## config.mk

```make
export PLATFORM = sky130hd
export DESIGN_NAME = vfu_result_wb_buffer
export DESIGN_NICKNAME = d
export VERILOG_FILES = /design/src/rtl/vfu_result_wb_buffer_pkg.sv /design/src/rtl/vfu_result_wb_buffer_fifo.sv /design/src/rtl/vfu_result_wb_buffer.sv
export SDC_FILE = /design/constraint.sdc
export NUM_CORES = 1
export LEC_CHECK = 0
export ABC_AREA = 1
export CELL_PAD_IN_SITES_DETAIL_PLACEMENT = 0
export CELL_PAD_IN_SITES_GLOBAL_PLACEMENT = 1
export CORE_MARGIN = 3
export CORE_UTILIZATION = 44
export DETAILED_ROUTE_END_ITERATION = 8
export PLACE_DENSITY = 0.84
export SETUP_SLACK_MARGIN = 0.2
export SLEW_MARGIN = 20
export SYNTH_ARGS = -nofsm -noshare
export SYNTH_HDL_FRONTEND = slang
export SYNTH_SLANG_ARGS = --single-unit
```

## constraint.sdc

```tcl
create_clock -name clk_i -period 11.44 [get_ports clk_i]
set_input_delay 1.716 -clock clk_i [delete_from_list [all_inputs] [get_ports clk_i]]
set_output_delay 1.716 -clock clk_i [all_outputs]
set_load 0.02 [all_outputs]
```

## src/rtl/vfu_result_wb_buffer_pkg.sv

```systemverilog
// Shared types for the per-lane result writeback buffer: element, strobe and id
// widths, plus the writeback source encoding.
package vfu_result_wb_buffer_pkg;

  localparam int unsigned NrVInsn = 8;
  localparam int unsigned ELEN    = 64;

  typedef logic [$clog2(NrVInsn)-1:0] vid_t;
  typedef logic [ELEN-1:0]            elen_t;
  typedef logic [ELEN/8-1:0]          strb_t;

  typedef enum logic {
    WbSrcAlu  = 1'b0,
    WbSrcMfpu = 1'b1
  } wb_src_e;

  function automatic wb_src_e other_src(input wb_src_e src);
    return (src == WbSrcAlu) ? WbSrcMfpu : WbSrcAlu;
  endfunction

endpackage

```

## src/rtl/vfu_result_wb_buffer_fifo.sv

```systemverilog
// Synchronous-reset FIFO holding FU results. Full is taken from the pre-pop
// count, so a full FIFO refuses a push even while it is being popped.
module wb_result_fifo #(
  parameter int unsigned Depth   = 2,
  parameter type         entry_t = logic
) (
  input  logic   clk_i,
  input  logic   rst_i,
  input  logic   push_i,
  input  entry_t data_i,
  input  logic   pop_i,
  output entry_t data_o,
  output logic   full_o,
  output logic   empty_o
);

  localparam int unsigned PtrW = (Depth > 1) ? $clog2(Depth) : 1;
  localparam int unsigned CntW = $clog2(Depth) + 1;
  localparam logic [PtrW-1:0] LastPtr  = PtrW'(Depth - 1);
  localparam logic [CntW-1:0] DepthCnt = CntW'(Depth);

  entry_t          mem [Depth];
  logic [PtrW-1:0] wr_ptr;
  logic [PtrW-1:0] rd_ptr;
  logic [CntW-1:0] cnt;
  logic            empty;
  logic            do_push;
  logic            do_pop;

  function automatic logic [PtrW-1:0] next_ptr(input logic [PtrW-1:0] ptr);
    return (ptr == LastPtr) ? {PtrW{1'b0}} : ptr + PtrW'(1);
  endfunction

  assign full_o  = (cnt == DepthCnt);
  assign empty_o = empty;
  assign do_push = push_i & ~full_o;
  assign do_pop  = pop_i & ~empty;
  assign data_o  = mem[rd_ptr];

  // Pointer, occupancy and registered empty flag.
  always_ff @(posedge clk_i) begin
    if (rst_i) begin
      wr_ptr <= {PtrW{1'b0}};
      rd_ptr <= {PtrW{1'b0}};
      cnt    <= {CntW{1'b0}};
      empty  <= 1'b1;
    end else begin
      if (do_push) wr_ptr <= next_ptr(wr_ptr);
      if (do_pop)  rd_ptr <= next_ptr(rd_ptr);
      case ({do_push, do_pop})
        2'b10: begin
          cnt   <= cnt + CntW'(1);
          empty <= 1'b0;
        end
        2'b01: begin
          cnt   <= cnt - CntW'(1);
          empty <= (cnt == CntW'(1));
        end
        default: ;
      endcase
    end
  end

  // Storage; contents are only visible through a non-empty head.
  always_ff @(posedge clk_i) begin
    if (do_push) mem[wr_ptr] <= data_i;
  end

endmodule

```

## src/rtl/vfu_result_wb_buffer.sv

```systemverilog
// Per-lane writeback buffer: ALU and MFPU results are queued separately and
// arbitrated round-robin onto one VRF write port, with a lock that keeps a
// raised request stable until the VRF grants it.
module vfu_result_wb_buffer
  import vfu_result_wb_buffer_pkg::*;
#(
  parameter int          NrLanes = 0,
  parameter type         vaddr_t = logic,
  parameter int unsigned Depth   = 2
) (
  input  logic    clk_i,
  input  logic    rst_i,
  input  logic    alu_result_req_i,
  input  vid_t    alu_result_id_i,
  input  vaddr_t  alu_result_addr_i,
  input  elen_t   alu_result_wdata_i,
  input  strb_t   alu_result_be_i,
  output logic    alu_result_gnt_o,
  input  logic    mfpu_result_req_i,
  input  vid_t    mfpu_result_id_i,
  input  vaddr_t  mfpu_result_addr_i,
  input  elen_t   mfpu_result_wdata_i,
  input  strb_t   mfpu_result_be_i,
  output logic    mfpu_result_gnt_o,
  output logic    wb_req_o,
  output vid_t    wb_id_o,
  output vaddr_t  wb_addr_o,
  output elen_t   wb_wdata_o,
  output strb_t   wb_be_o,
  output wb_src_e wb_src_o,
  input  logic    wb_gnt_i,
  output logic    alu_wb_empty_o,
  output logic    mfpu_wb_empty_o
);

  if (Depth < 1 || (Depth & (Depth - 1)) != 0 || NrLanes < 0) begin : g_bad_param
    $error("vfu_result_wb_buffer: Depth must be a power of two >= 1");
  end

  typedef struct packed {
    vid_t   id;
    vaddr_t addr;
    elen_t  wdata;
    strb_t  be;
  } entry_t;

  entry_t  alu_in, mfpu_in, alu_head, mfpu_head, head;
  logic    alu_full, alu_empty, mfpu_full, mfpu_empty;
  logic    alu_pop, mfpu_pop;
  wb_src_e sel, sel_r, prio_r;
  logic    lock_r, sel_valid, fire;

  assign alu_in  = '{id: alu_result_id_i, addr: alu_result_addr_i,
                     wdata: alu_result_wdata_i, be: alu_result_be_i};
  assign mfpu_in = '{id: mfpu_result_id_i, addr: mfpu_result_addr_i,
                     wdata: mfpu_result_wdata_i, be: mfpu_result_be_i};

  assign alu_result_gnt_o  = alu_result_req_i & ~alu_full;
  assign mfpu_result_gnt_o = mfpu_result_req_i & ~mfpu_full;
  assign alu_wb_empty_o    = alu_empty;
  assign mfpu_wb_empty_o   = mfpu_empty;

  wb_result_fifo #(.Depth(Depth), .entry_t(entry_t)) i_alu_fifo (
    .clk_i   (clk_i),
    .rst_i   (rst_i),
    .push_i  (alu_result_req_i),
    .data_i  (alu_in),
    .pop_i   (alu_pop),
    .data_o  (alu_head),
    .full_o  (alu_full),
    .empty_o (alu_empty)
  );

  wb_result_fifo #(.Depth(Depth), .entry_t(entry_t)) i_mfpu_fifo (
    .clk_i   (clk_i),
    .rst_i   (rst_i),
    .push_i  (mfpu_result_req_i),
    .data_i  (mfpu_in),
    .pop_i   (mfpu_pop),
    .data_o  (mfpu_head),
    .full_o  (mfpu_full),
    .empty_o (mfpu_empty)
  );

  // Source selection: a locked request keeps its source until granted.
  always_comb begin
    sel = sel_r;
    if (lock_r) begin
      sel = sel_r;
    end else if (!alu_empty && mfpu_empty) begin
      sel = WbSrcAlu;
    end else if (alu_empty && !mfpu_empty) begin
      sel = WbSrcMfpu;
    end else if (!alu_empty && !mfpu_empty) begin
      sel = prio_r;
    end else begin
      sel = sel_r;
    end
  end

  assign sel_valid = (sel == WbSrcAlu) ? ~alu_empty : ~mfpu_empty;
  assign fire      = sel_valid & wb_gnt_i;
  assign alu_pop   = fire & (sel == WbSrcAlu);
  assign mfpu_pop  = fire & (sel == WbSrcMfpu);
  assign head      = (sel == WbSrcAlu) ? alu_head : mfpu_head;

  // Write port drive; fields read as zero whenever no request is raised.
  always_comb begin
    wb_req_o   = sel_valid;
    wb_id_o    = '0;
    wb_addr_o  = '0;
    wb_wdata_o = '0;
    wb_be_o    = '0;
    wb_src_o   = WbSrcAlu;
    if (sel_valid) begin
      wb_id_o    = head.id;
      wb_addr_o  = head.addr;
      wb_wdata_o = head.wdata;
      wb_be_o    = head.be;
      wb_src_o   = sel;
    end else begin
      wb_src_o   = WbSrcAlu;
    end
  end

  // Arbiter state: selection, lock on an ungranted request, round-robin pointer.
  always_ff @(posedge clk_i) begin
    if (rst_i) begin
      sel_r  <= WbSrcAlu;
      prio_r <= WbSrcAlu;
      lock_r <= 1'b0;
    end else begin
      sel_r <= sel;
      if (fire) begin
        lock_r <= 1'b0;
        prio_r <= other_src(sel);
      end else if (sel_valid) begin
        lock_r <= 1'b1;
      end else begin
        lock_r <= 1'b0;
      end
    end
  end

endmodule

```

## Word level (Yosys, flattened, before mapping)

Memories as Yosys holds them, arrays and structs flattened. A register that Yosys moved wholly into a read port is not among the register bits.
Cells that the tools add are included.

- Output and inout port bits: 82
- Input port bits: 157
- Memories kept: 2
- Memory bits (writable): 304
- Register bits after elaboration: 13
- Logic and storage cells: 78
- Latch bits: 0
- ROM bits: 0

Memories:

| name | words | bits a word | read ports | clocked after Yosys merged registers in | write ports | line | RTL |
|---|---|---|---|---|---|---|---|
| i_alu_fifo.mem | 2 | 76 | 1 | 1 | 1 | vfu_result_wb_buffer_fifo.sv:22 | `entry_t mem [Depth];` |
| i_mfpu_fifo.mem | 2 | 76 | 1 | 1 | 1 | vfu_result_wb_buffer_fifo.sv:22 |  |

- Divide/modulo/power cells: 0
- Mux-type cells: 29
- Reductions and logical operators: 8
- Magnitude comparators: 0
- Shifts and indexed selects: 0
- Multiply operators: 0
- Bitwise logic cells: 12
- Add/subtract/negate cells: 8
- Eq/ne operators: 8

Operators with widths:

| kind | count |
|---|---|
| 2-to-1 mux 76 bit | 1 |
| 2-to-1 mux 64 bit | 1 |
| 2-to-1 mux 1 bit | 21 |
| == test 2 x 1 -> 1 bit, second input constant | 4 |
| == test 2 bit, second input constant | 4 |
| 2-to-1 mux 8 bit | 1 |
| one-hot mux 2 bit (2 select lines) | 2 |
| AND 1 bit | 7 |
| NOT 1 bit | 5 |
| adder 1 bit, second input constant | 4 |
| adder 2 x 1 -> 2 bit, second input constant | 2 |
| one-hot mux 1 bit (2 select lines) | 2 |
| nonzero test 2 bit | 2 |
| subtractor 2 x 1 -> 2 bit, second input constant | 2 |
| logical AND 1 bit | 3 |
| 2-to-1 mux 3 bit | 1 |
| zero test 1 bit | 2 |
| OR reduction 2 bit | 1 |

## Longest topological paths before layout

Gate-level depths: netlist of run 1.

- Depth after elaboration: 12
- Gate-level depth with buffers: 12

## Hierarchy

From an unflattened synthesis of run 1, not the netlist that was laid out.

- Cell total of the unflattened synthesis: 1313
- Area, all modules: 13698.1 µm²

Modules (own cells, without submodules):

| module | area an instance (µm²) | seq. area each (µm²) | cells each | instances |
|---|---|---|---|---|
| wb_result_fifo | 5970.7 | 4684.5 | 439 | 2 |
| vfu_result_wb_buffer | 1756.7 | 60.1 | 435 | 1 |

## Least setup slack after synthesis of run 1

Ideal clock, no wire load.

- Path kind: input -> register
- Start point: input alu_result_req_i
- End point: memory i_alu_fifo.mem[1][0] in the netlist's numbering, enable pin
- Data required time: 10.928 ns
- Setup slack: 5.482 ns
- Stages: 4
- Buffers on the path: 0
- Data arrival time: 5.446 ns
- Cell sequence: inv_1 -> nor2_1 -> inv_1 -> nor2_1

- Longest elaborated chain between the ends: 3

Ends and longest elaborated chain:

| item | line | RTL |
|---|---|---|
| start: declaration | vfu_result_wb_buffer.sv:13 | `input logic alu_result_req_i,` |
| AND 1 bit | -- |  |
| net alu_result_gnt_o | vfu_result_wb_buffer.sv:18 | `output logic alu_result_gnt_o,` |
| 2-to-1 mux 1 bit | vfu_result_wb_buffer_fifo.sv:66 | `if (do_push) mem[wr_ptr] <= data_i;` |
| 2-to-1 mux 1 bit (not written as such) | vfu_result_wb_buffer_fifo.sv:66 |  |
| end: declaration | vfu_result_wb_buffer_fifo.sv:22 |  |

The timed path passes the listed nets, and every way through them passes these cells.

## Worst setup path after layout of run 1

- Start point: register i_mfpu_fifo.empty (netlist: i_mfpu_fifo.empty_o)
- End point: output wb_wdata_o[2]

- Longest elaborated chain between the ends: 8
- Elaborated cells between the ends (all ways): 12
- Classes of those cells: mux (7); bitwise (1); reduce/logical (4)

Ends and longest elaborated chain:

| item | line | RTL |
|---|---|---|
| start: declaration | vfu_result_wb_buffer_fifo.sv:26 | `logic empty;` |
| start signal: assignment | vfu_result_wb_buffer_fifo.sv:57 | `empty <= (cnt == CntW'(1));` |
| zero test 1 bit | vfu_result_wb_buffer.sv:92, vfu_result_wb_buffer.sv:94 |  |
| logical AND 1 bit | vfu_result_wb_buffer.sv:94 | `end else if (!alu_empty && !mfpu_empty) begin` |
| 2-to-1 mux 1 bit | vfu_result_wb_buffer.sv:94 |  |
| 2-to-1 mux 1 bit | vfu_result_wb_buffer.sv:92 | `end else if (alu_empty && !mfpu_empty) begin` |
| 2-to-1 mux 1 bit | vfu_result_wb_buffer.sv:90 | `end else if (!alu_empty && mfpu_empty) begin` |
| 2-to-1 mux 1 bit | vfu_result_wb_buffer.sv:88 | `if (lock_r) begin` |
| 2-to-1 mux 76 bit / 2-to-1 mux 1 bit (equally long branches) | vfu_result_wb_buffer.sv:105, vfu_result_wb_buffer.sv:101 |  |
| 2-to-1 mux 64 bit (*) | vfu_result_wb_buffer.sv:115 | `if (sel_valid) begin` |
| end: declaration | vfu_result_wb_buffer.sv:28 | `output elen_t wb_wdata_o,` |

Mark *: on every way between the ends. The rest lies on a longest branch, timed or not.

==> summary.txt, run 1 <==
Synthesis
  • XOR/XNOR Fraction of Synth Area: 0.00131
  • Largest family of logic cells by synthesized area: simple AND/OR/NAND/NOR gates
  • Post-synth cell types: 22
  • Post-synthesis mux area share: 0
  • Post-Synth Adder-Cell Area: 0.00559
  • Syn_nets: 1456
  • #FFs+latches synth: roughly 320
  • Ys Warns: 0
  • Syn avg cell area: slightly above 10 µm²
  • Synth Area in Compound Gates: 0.0628
  • Post-synthesis sequential area ratio: 0.703
  • Mapped Area: about 13000 µm²
  • Simple logic cell fraction of the synthesized area: 0.138
  • Post-Syn Instances: roughly 1300

Clocking
  • CTS clk-pin slew, worst paths: roughly 60 ps
  • CTS tree: done
  • Root cell of the clock tree: clkbuf_16
  • CTS resizes: 0
  • Worst skew pair latency: 500 ps
  • CTS H-tree lvls: 2
  • Number of buffers added for setup after CTS: 0
  • Cts bufs inserted: 35
  • Clock sinks: between 300 and 400
  • Largest buffer count on any clock path: 3
  • Hold_buf cts: 0

Detailed routing
  • DR DRC count: 0
  • Antenna-violating nets left: 0
  • Iteration-0 DRC Markers: ~630
  • WL final: around 29 mm
  • Routed length per instance: around 15 µm
  • Vias: around 9000
  • 1st-pass router iterations: 4
  • Via density: between 4 and 5

Die
  • Initial Util: 0.449
  • Die ar.: 32600 µm²
  • Core Box Area: between 20000 and 30000 µm²
  • Num rows: between 60 and 70
  • I/O pins: about 240
  • Die width: about 180 µm
  • Height of the die: 181 µm

Global routing
  • First-pass GRT wire length: ~46 mm
  • Antenna violations before repair: 3
  • Total global routing overflow: 0
  • Total GRT Usage: 0.176
  • Largest net degree at the start of global routing: 91
  • Vias in the first global route: slightly below 9000

STA
  • Max Freq: 0.171 GHz
  • Setup TNS: 0 ps
  • Tcrit/Tclk final: 0.511
  • RSZ-0062 raised after global routing: no
  • Slew Limit Fails: 0
  • Fin. Hold Viols: 0
  • Rel. slew slack: 0.314
  • Slew @ Worst Pin: 1030 ps
  • Tmin final: slightly below 6000 ps
  • Final setup violation count: 0
  • Worst clock skew: 12.4 ps
  • Slack of the critical path: 5590 ps

Setup path
  • Critical Path Sink Type: output pin
  • CP Class: reg2out
  • Startpoint types: flip-flop
  • Required time of the critical path: 9720 ps
  • CP max FO: 84
  • Data arrival, critical path: roughly 4100 ps

Placed design
  • Hpwl dp: 18.1 mm
  • IO Port Bufs: 238
  • GP Congestion: ~0.76
  • Setup WS pre-CTS: 5910 ps

Run status
  • Status: finished clean

Power
  • Power Density: approximately 180 nW/µm²
  • Lkg Pwr: 0.00719 µW
  • Maximum VDD drop: 0.000116 V

Job
  • Maxcap violations: 0

Worst hold path
  • Worst min-delay path category: reg2reg

Final layout
  • Layout cells sized above 1: 0.0467
  • Synthesis-to-finish area growth: 28.5%
  • Multi-input gate area: 2840 µm²
  • Final nets: between 1500 and 2000
  • Filler Cell Count: 2543
  • Reg area: approximately 9400 µm²
## metal layers
metal,global-route usage,part of all wire,vias up
met2,0.299,0.48,228
met1,0.229,0.44,4210
met3,0.0377,0.056,44
li1,-,-,4560
met4,0.0485,0.020,2
met5,0,0.00044,-
## final cells by class
cell class,instances,share of cell area
timing repair buffer,248,0.145
sequential,319,0.547
multi-input combinational,666,0.164
clock inverter,13,0.00508
clock buffer,47,0.0559
inverter,248,0.0540
antenna,2,0.000290
tap,390,0.0283
## critical path, stage by stage, from the launching register on
cell and delay [ps]:
dfxtp_1 370, o21bai_1 300, nand2_4 560, inv_2 890, buf_4 520, nand2_1 130, nand2_1 100, nand2_1 50
inv_1 80, clkdlybuf4s50_1 590
## registers in the layout, summed over array words and instances (netlist names), named ones only
signal / cells
i_alu_fifo.mem: 152
i_mfpu_fifo.mem: 152
i_alu_fifo.cnt: 2
i_mfpu_fifo.cnt: 2
i_alu_fifo.empty_o: 1
i_alu_fifo.rd_ptr: 1
i_alu_fifo.wr_ptr: 1
i_mfpu_fifo.empty_o: 1
i_mfpu_fifo.rd_ptr: 1
i_mfpu_fifo.wr_ptr: 1
lock_r: 1
prio_r: 1
sel_r: 1
## path summary, 6_finish.rpt
path                               startpoint                               to  slack [ps]  cells past startpoint
min           i_mfpu_fifo.rd_ptr$_SDFFE_PP0P_  i_mfpu_fifo.rd_ptr$_SDFFE_PP0P_         500                      2
max reg2reg  i_mfpu_fifo.empty_o$_SDFFE_PP1P_                lock_r$_SDFF_PP0_        8650                      8
max          i_mfpu_fifo.empty_o$_SDFFE_PP1P_                    wb_wdata_o[2]        5590                      9
min reg2reg   i_mfpu_fifo.rd_ptr$_SDFFE_PP0P_  i_mfpu_fifo.rd_ptr$_SDFFE_PP0P_         500                      2
## synth_stat cells
master / instances / area [µm²]
buf_2: 20 / 100
a31oi_1: 1 / 6.26
clkbuf_1: 31 / 116
buf_4: 3 / 22.5
nand4_1: 1 / 6.26
edfxtp_1: 304 / 9130
buf_1: 5 / 18.8
buf_6: 1 / 11.3
nand3_1: 2 / 10.0
nand2_1: 465 / 1750
inv_1: 238 / 893
o21bai_1: 1 / 7.51
ha_1: 6 / 75.1
nor3_1: 3 / 15.0
inv_2: 10 / 37.5
nor2_1: 19 / 71.3
a21oi_1: 6 / 30.0
o21ai_2: 1 / 8.76
and2_1: 1 / 6.26
o21ai_0: 158 / 791
dfxtp_1: 15 / 300
xnor2_1: 2 / 17.5
## where the power goes
| group | internal (µW) | total [µW] | switching [µW] |
|---|---|---|---|
| clock network | 611 | 1030 | 418 |
| logic | 254 | 659 | 405 |
| registers | 1410 | 1450 | 37.1 |
| total | 2270 | 3130 | 860 |
## cell families (layout without fill, tap and decap cells)
| group | count (synthesis) | in the layout |
|---|---|---|
| DFF | 319 | 319 |
| adders and majority gates | 6 | 6 |
| and+or+nand+nor | 491 | 491 |
| buffers and inverters | 308 | 556 |
| xor gates and xnor gates | 2 | 2 |
| AOI/OAI and AO/OA | 167 | 167 |
| other | 0 | 2 |
## stage by stage
| stage | cells | power [µW] | area, µm² | utilization | hold WS (ps) |
|---|---|---|---|---|---|
| 5_1_grt | 1933 | 3290 | 17200 | 0.577 | 565 |
| 3_5_place_dp | 1870 | 2140 | 16200 | 0.541 | 489 |
| 4_1_cts | 1930 | 3170 | 17200 | 0.576 | 502 |
| 6_report | 1933 | 3130 | 17200 | 0.577 | 503 |
| 2_1_floorplan | 1293 | 1860 | 13400 | - | 467 |
| 3_3_place_gp | 1869 | 2130 | 16100 | 0.540 | 480 |
## cells in the final DEF (no fill, tap or decap), types with 2 or more instances in the layout
master / synthesis / final
clkinv_2: 0 / 3
buf_4: 3 / 6
diode_2: 0 / 2
clkdlybuf4s50_1: 0 / 238
a21oi_1: 6 / 6
ha_1: 6 / 6
xnor2_1: 2 / 2
clkbuf_1: 31 / 10
inv_2: 10 / 11
inv_1: 238 / 237
dfxtp_4: 0 / 2
clkinv_1: 0 / 7
edfxtp_1: 304 / 304
nand3_1: 2 / 2
o21ai_0: 158 / 158
nor2_4: 0 / 4
nor2_1: 19 / 15
nand2_1: 465 / 464
nor3_1: 3 / 3
clkbuf_16: 0 / 37
dfxtp_1: 15 / 13
buf_6: 1 / 2
No activity file was read; power rests on OpenSTA's default activity.
==> run 2: changes to the inputs <==
--- a/config.mk
+++ b/config.mk
@@ -9,9 +9,9 @@
 export CELL_PAD_IN_SITES_DETAIL_PLACEMENT = 0
 export CELL_PAD_IN_SITES_GLOBAL_PLACEMENT = 1
 export CORE_MARGIN = 3
-export CORE_UTILIZATION = 44
+export CORE_UTILIZATION = 37
 export DETAILED_ROUTE_END_ITERATION = 8
-export PLACE_DENSITY = 0.84
+export PLACE_DENSITY = 0.75
 export SETUP_SLACK_MARGIN = 0.2
 export SLEW_MARGIN = 20
 export SYNTH_ARGS = -nofsm -noshare
==> constraint.sdc (replaced) <==
create_clock -name clk_i -period 5 [get_ports clk_i]
set_input_delay 0.75 -clock clk_i [delete_from_list [all_inputs] [get_ports clk_i]]
set_output_delay 0.75 -clock clk_i [all_outputs]
set_load 0.02 [all_outputs]
==> run 2 against run 1 <==
Via count hardly changed. Non-clock buffer count is 4 higher. Clock power is 130% higher. Routed wire length is 6.4% higher. Sequential power is 130% higher. Critical path depth is 1 higher. First-iteration DRC count is 37% lower. Design area is 0.93% higher. Clock skew is 6.2 ps higher.
==> summary.txt, run 2 (synthesis results as in run 1) <==
Die
  • Initial Util: 0.376 (was 0.449)
  • I/O pins: 239 (unchanged)
  • Core Box Area: 35700 µm² (was 29900 µm²)
  • Die width: 196 µm (was 181 µm)
  • Height of the die: 196 µm (was 181 µm)
  • Die ar.: 38600 µm² (was 32600 µm²)
  • Num rows: 69 (was 63)

Clocking
  • Hold_buf cts: 0 (unchanged)
  • CTS tree: done (unchanged)
  • Cts bufs inserted: 36 (was 35)
  • Clock sinks: 319 (unchanged)
  • CTS clk-pin slew, worst paths: 60 ps (about the same)
  • Largest buffer count on any clock path: 3 (unchanged)
  • Worst skew pair latency: 510 ps (was 500 ps)
  • CTS H-tree lvls: 2 (unchanged)
  • Root cell of the clock tree: clkbuf_16 (unchanged)
  • Number of buffers added for setup after CTS: 0 (unchanged)

Detailed routing
  • Met2 routed WL: 14.8 mm (was 14.0 mm)
  • Routed length per instance: 15.5 µm (was 15.2 µm)
  • WL final: 31.2 mm (was 29.3 mm)
  • Antenna-violating nets left: 0 (unchanged)
  • Routed wl met3: 2.19 mm (was 1.65 mm)
  • Iteration-0 DRC Markers: 395 (was 631)
  • Top Metal Used: met5 (unchanged)
  • 1st-pass router iterations: 5 (was 4)
  • Metal-1 WL: 13.8 mm (was 13.1 mm)
  • DR DRC count: 0 (unchanged)
  • Via density: 4.50 (was 4.68)
  • Vias: 9046 (was 9044)

Power
  • Power Density: 416 nW/µm² (was 182 nW/µm²)
  • Maximum VDD drop: 0.000299 V (was 0.000116 V)
  • Lkg Pwr: 0.00723 µW (was 0.00719 µW)

Run status
  • Status: finished clean (unchanged)

Final layout
  • Final nets: 1686 (was 1681)
  • Largest regs: i_alu_fifo.mem (152), i_mfpu_fifo.mem (152) (unchanged)
  • Post-route design area: 17400 µm² (was 17200 µm²)
  • Leading cell type in the layout, fill and taps excluded: nand2_1 (unchanged)
  • Commonest non-fill, non-tap cells in the layout: nand2_1 (464), edfxtp_1 (304), clkdlybuf4s50_1 (238) (unchanged)
  • Synthesis-to-finish area growth: 29.7% (was 28.5%)
  • Layout cells sized above 1: 0.0498 (was 0.0467)

Placed design
  • Hpwl dp: 20.4 mm (was 18.1 mm)
  • DP Area: 16300 µm² (was 16200 µm²)
  • Setup WS pre-CTS: 788 ps (was 5910 ps)
  • IO Port Bufs: 238 (unchanged)
  • GP Congestion: 0.733 (was 0.765)

Global routing
  • Total GRT Usage: 0.159 (was 0.176)
  • Antenna violations before repair: 5 (was 3)
  • Total global routing overflow: 0 (unchanged)
  • First-pass GRT wire length: 48.3 mm (was 45.9 mm)
  • Vias in the first global route: 9029 (was 8855)
  • Largest net degree at the start of global routing: 105 (was 91)

Setup path
  • CP max FO: 40 (was 84)
  • CP Class: reg2out (unchanged)
  • Critical Path Sink Type: output pin (unchanged)
  • Data arrival, critical path: 3670 ps (was 4130 ps)
  • Required time of the critical path: 4250 ps (was 9720 ps)
  • Startpoint types: flip-flop (unchanged)
  • R2R depth: 6 (was 8)

STA
  • RSZ-0062 raised after global routing: no (unchanged)
  • Fin. Hold Viols: 0 (unchanged)
  • Tmin final: between 4000 and 5000 ps
  • Slew Limit Fails: 0 (unchanged)
  • Slack of the critical path: 581 ps (was 5590 ps)
  • Slew @ Worst Pin: 1020 ps (was 1030 ps)
  • Final setup violation count: 0 (unchanged)
  • Setup TNS: 0 ps (unchanged)
  • Rel. slew slack: 0.322 (was 0.314)
  • Max Freq: about 0.23 GHz
  • Worst clock skew: 18.6 ps (was 12.4 ps)
  • Tcrit/Tclk final: 0.884

Worst hold path
  • Cell count of the worst hold path: 2 (unchanged)
  • Worst min-delay path category: reg2reg (unchanged)

Job
  • Maxcap violations: 0 (unchanged)
[run 2: cell count changes in the layout (fill, tap and decap cells not counted), sizes merged]
cell	delta
clkinvlp	-1
clkbuf	+4
inv	+2
diode	+1
clkinv	-4
buf	+4
[run 2: power by group]
part / total [µW] / internal (µW) / leakage, µW / switching, µW
logic: 1550 / 602 / 0.00375 / 945
registers: 3310 / 3220 / 0.00296 / 89.7
clock network: 2390 / 1410 / 0.000516 / 978
total: 7250 / 5230 / 0.00723 / 2010
[run 2: critical path, cell delays in order, from the launching register on]
cell and delay, ps:
dfxtp_1 380, o21bai_1 300, nand2_4 260, buf_4 330, inv_4 400, buf_4 520
nand2_1 140, nand2_1 100, nand2_1 50, inv_1 60, clkdlybuf4s50_1 590
[run 2: cell type report]
cell class / count / area, µm²
Antenna cell: 3 / 7.51
Fill cell: 3269 / 18300
Clock inverter: 10 / 78.8
Sequential cell: 319 / 9440
Multi-Input combinational cell: 666 / 2840
Timing Repair Buffer: 252 / 2560
Inverter: 248 / 933
Tap cell: 461 / 577
Clock buffer: 51 / 978
[run 2: path summary, 6_finish.rpt]
path | from | to | slack (ps)
max | i_mfpu_fifo.empty_o$_SDFFE_PP1P_ | wb_id_o[0] | 580
min | i_mfpu_fifo.cnt[0]$_SDFFE_PP0P_ | i_mfpu_fifo.cnt[0]$_SDFFE_PP0P_ | 510
max reg2reg | i_alu_fifo.cnt[0]$_SDFFE_PP0P_ | i_alu_fifo.mem[0][28]$_DFFE_PP_ | 2480
min reg2reg | i_mfpu_fifo.cnt[0]$_SDFFE_PP0P_ | i_mfpu_fifo.cnt[0]$_SDFFE_PP0P_ | 510
[run 2: per-layer routing]
layer / vias up / GRT usage
li1: 4562 / -
met1: 4199 / 0.208
met2: 238 / 0.264
met3: 39 / 0.0455
met4: 8 / 0.0362
met5: - / 0
[run 2: metrics by stage]
step | hold WS, ps | total power (µW) | util | std cells
final | 511 | 7250 | 0.488 | 2010
after global routing | 547 | 7640 | 0.488 | 2008
after CTS | 513 | 7350 | 0.487 | 2006
after detailed placement | 507 | 4930 | 0.457 | 1945
after global placement | 483 | 4900 | 0.457 | 1945
after floorplan | 467 | 4230 | - | 1293
[run 2: repair_timing]
action,4_1_cts,5_1_grt
hold endpoints to repair,0,0
endpoints found under the setup margin,0,37
resized for setup,0,1
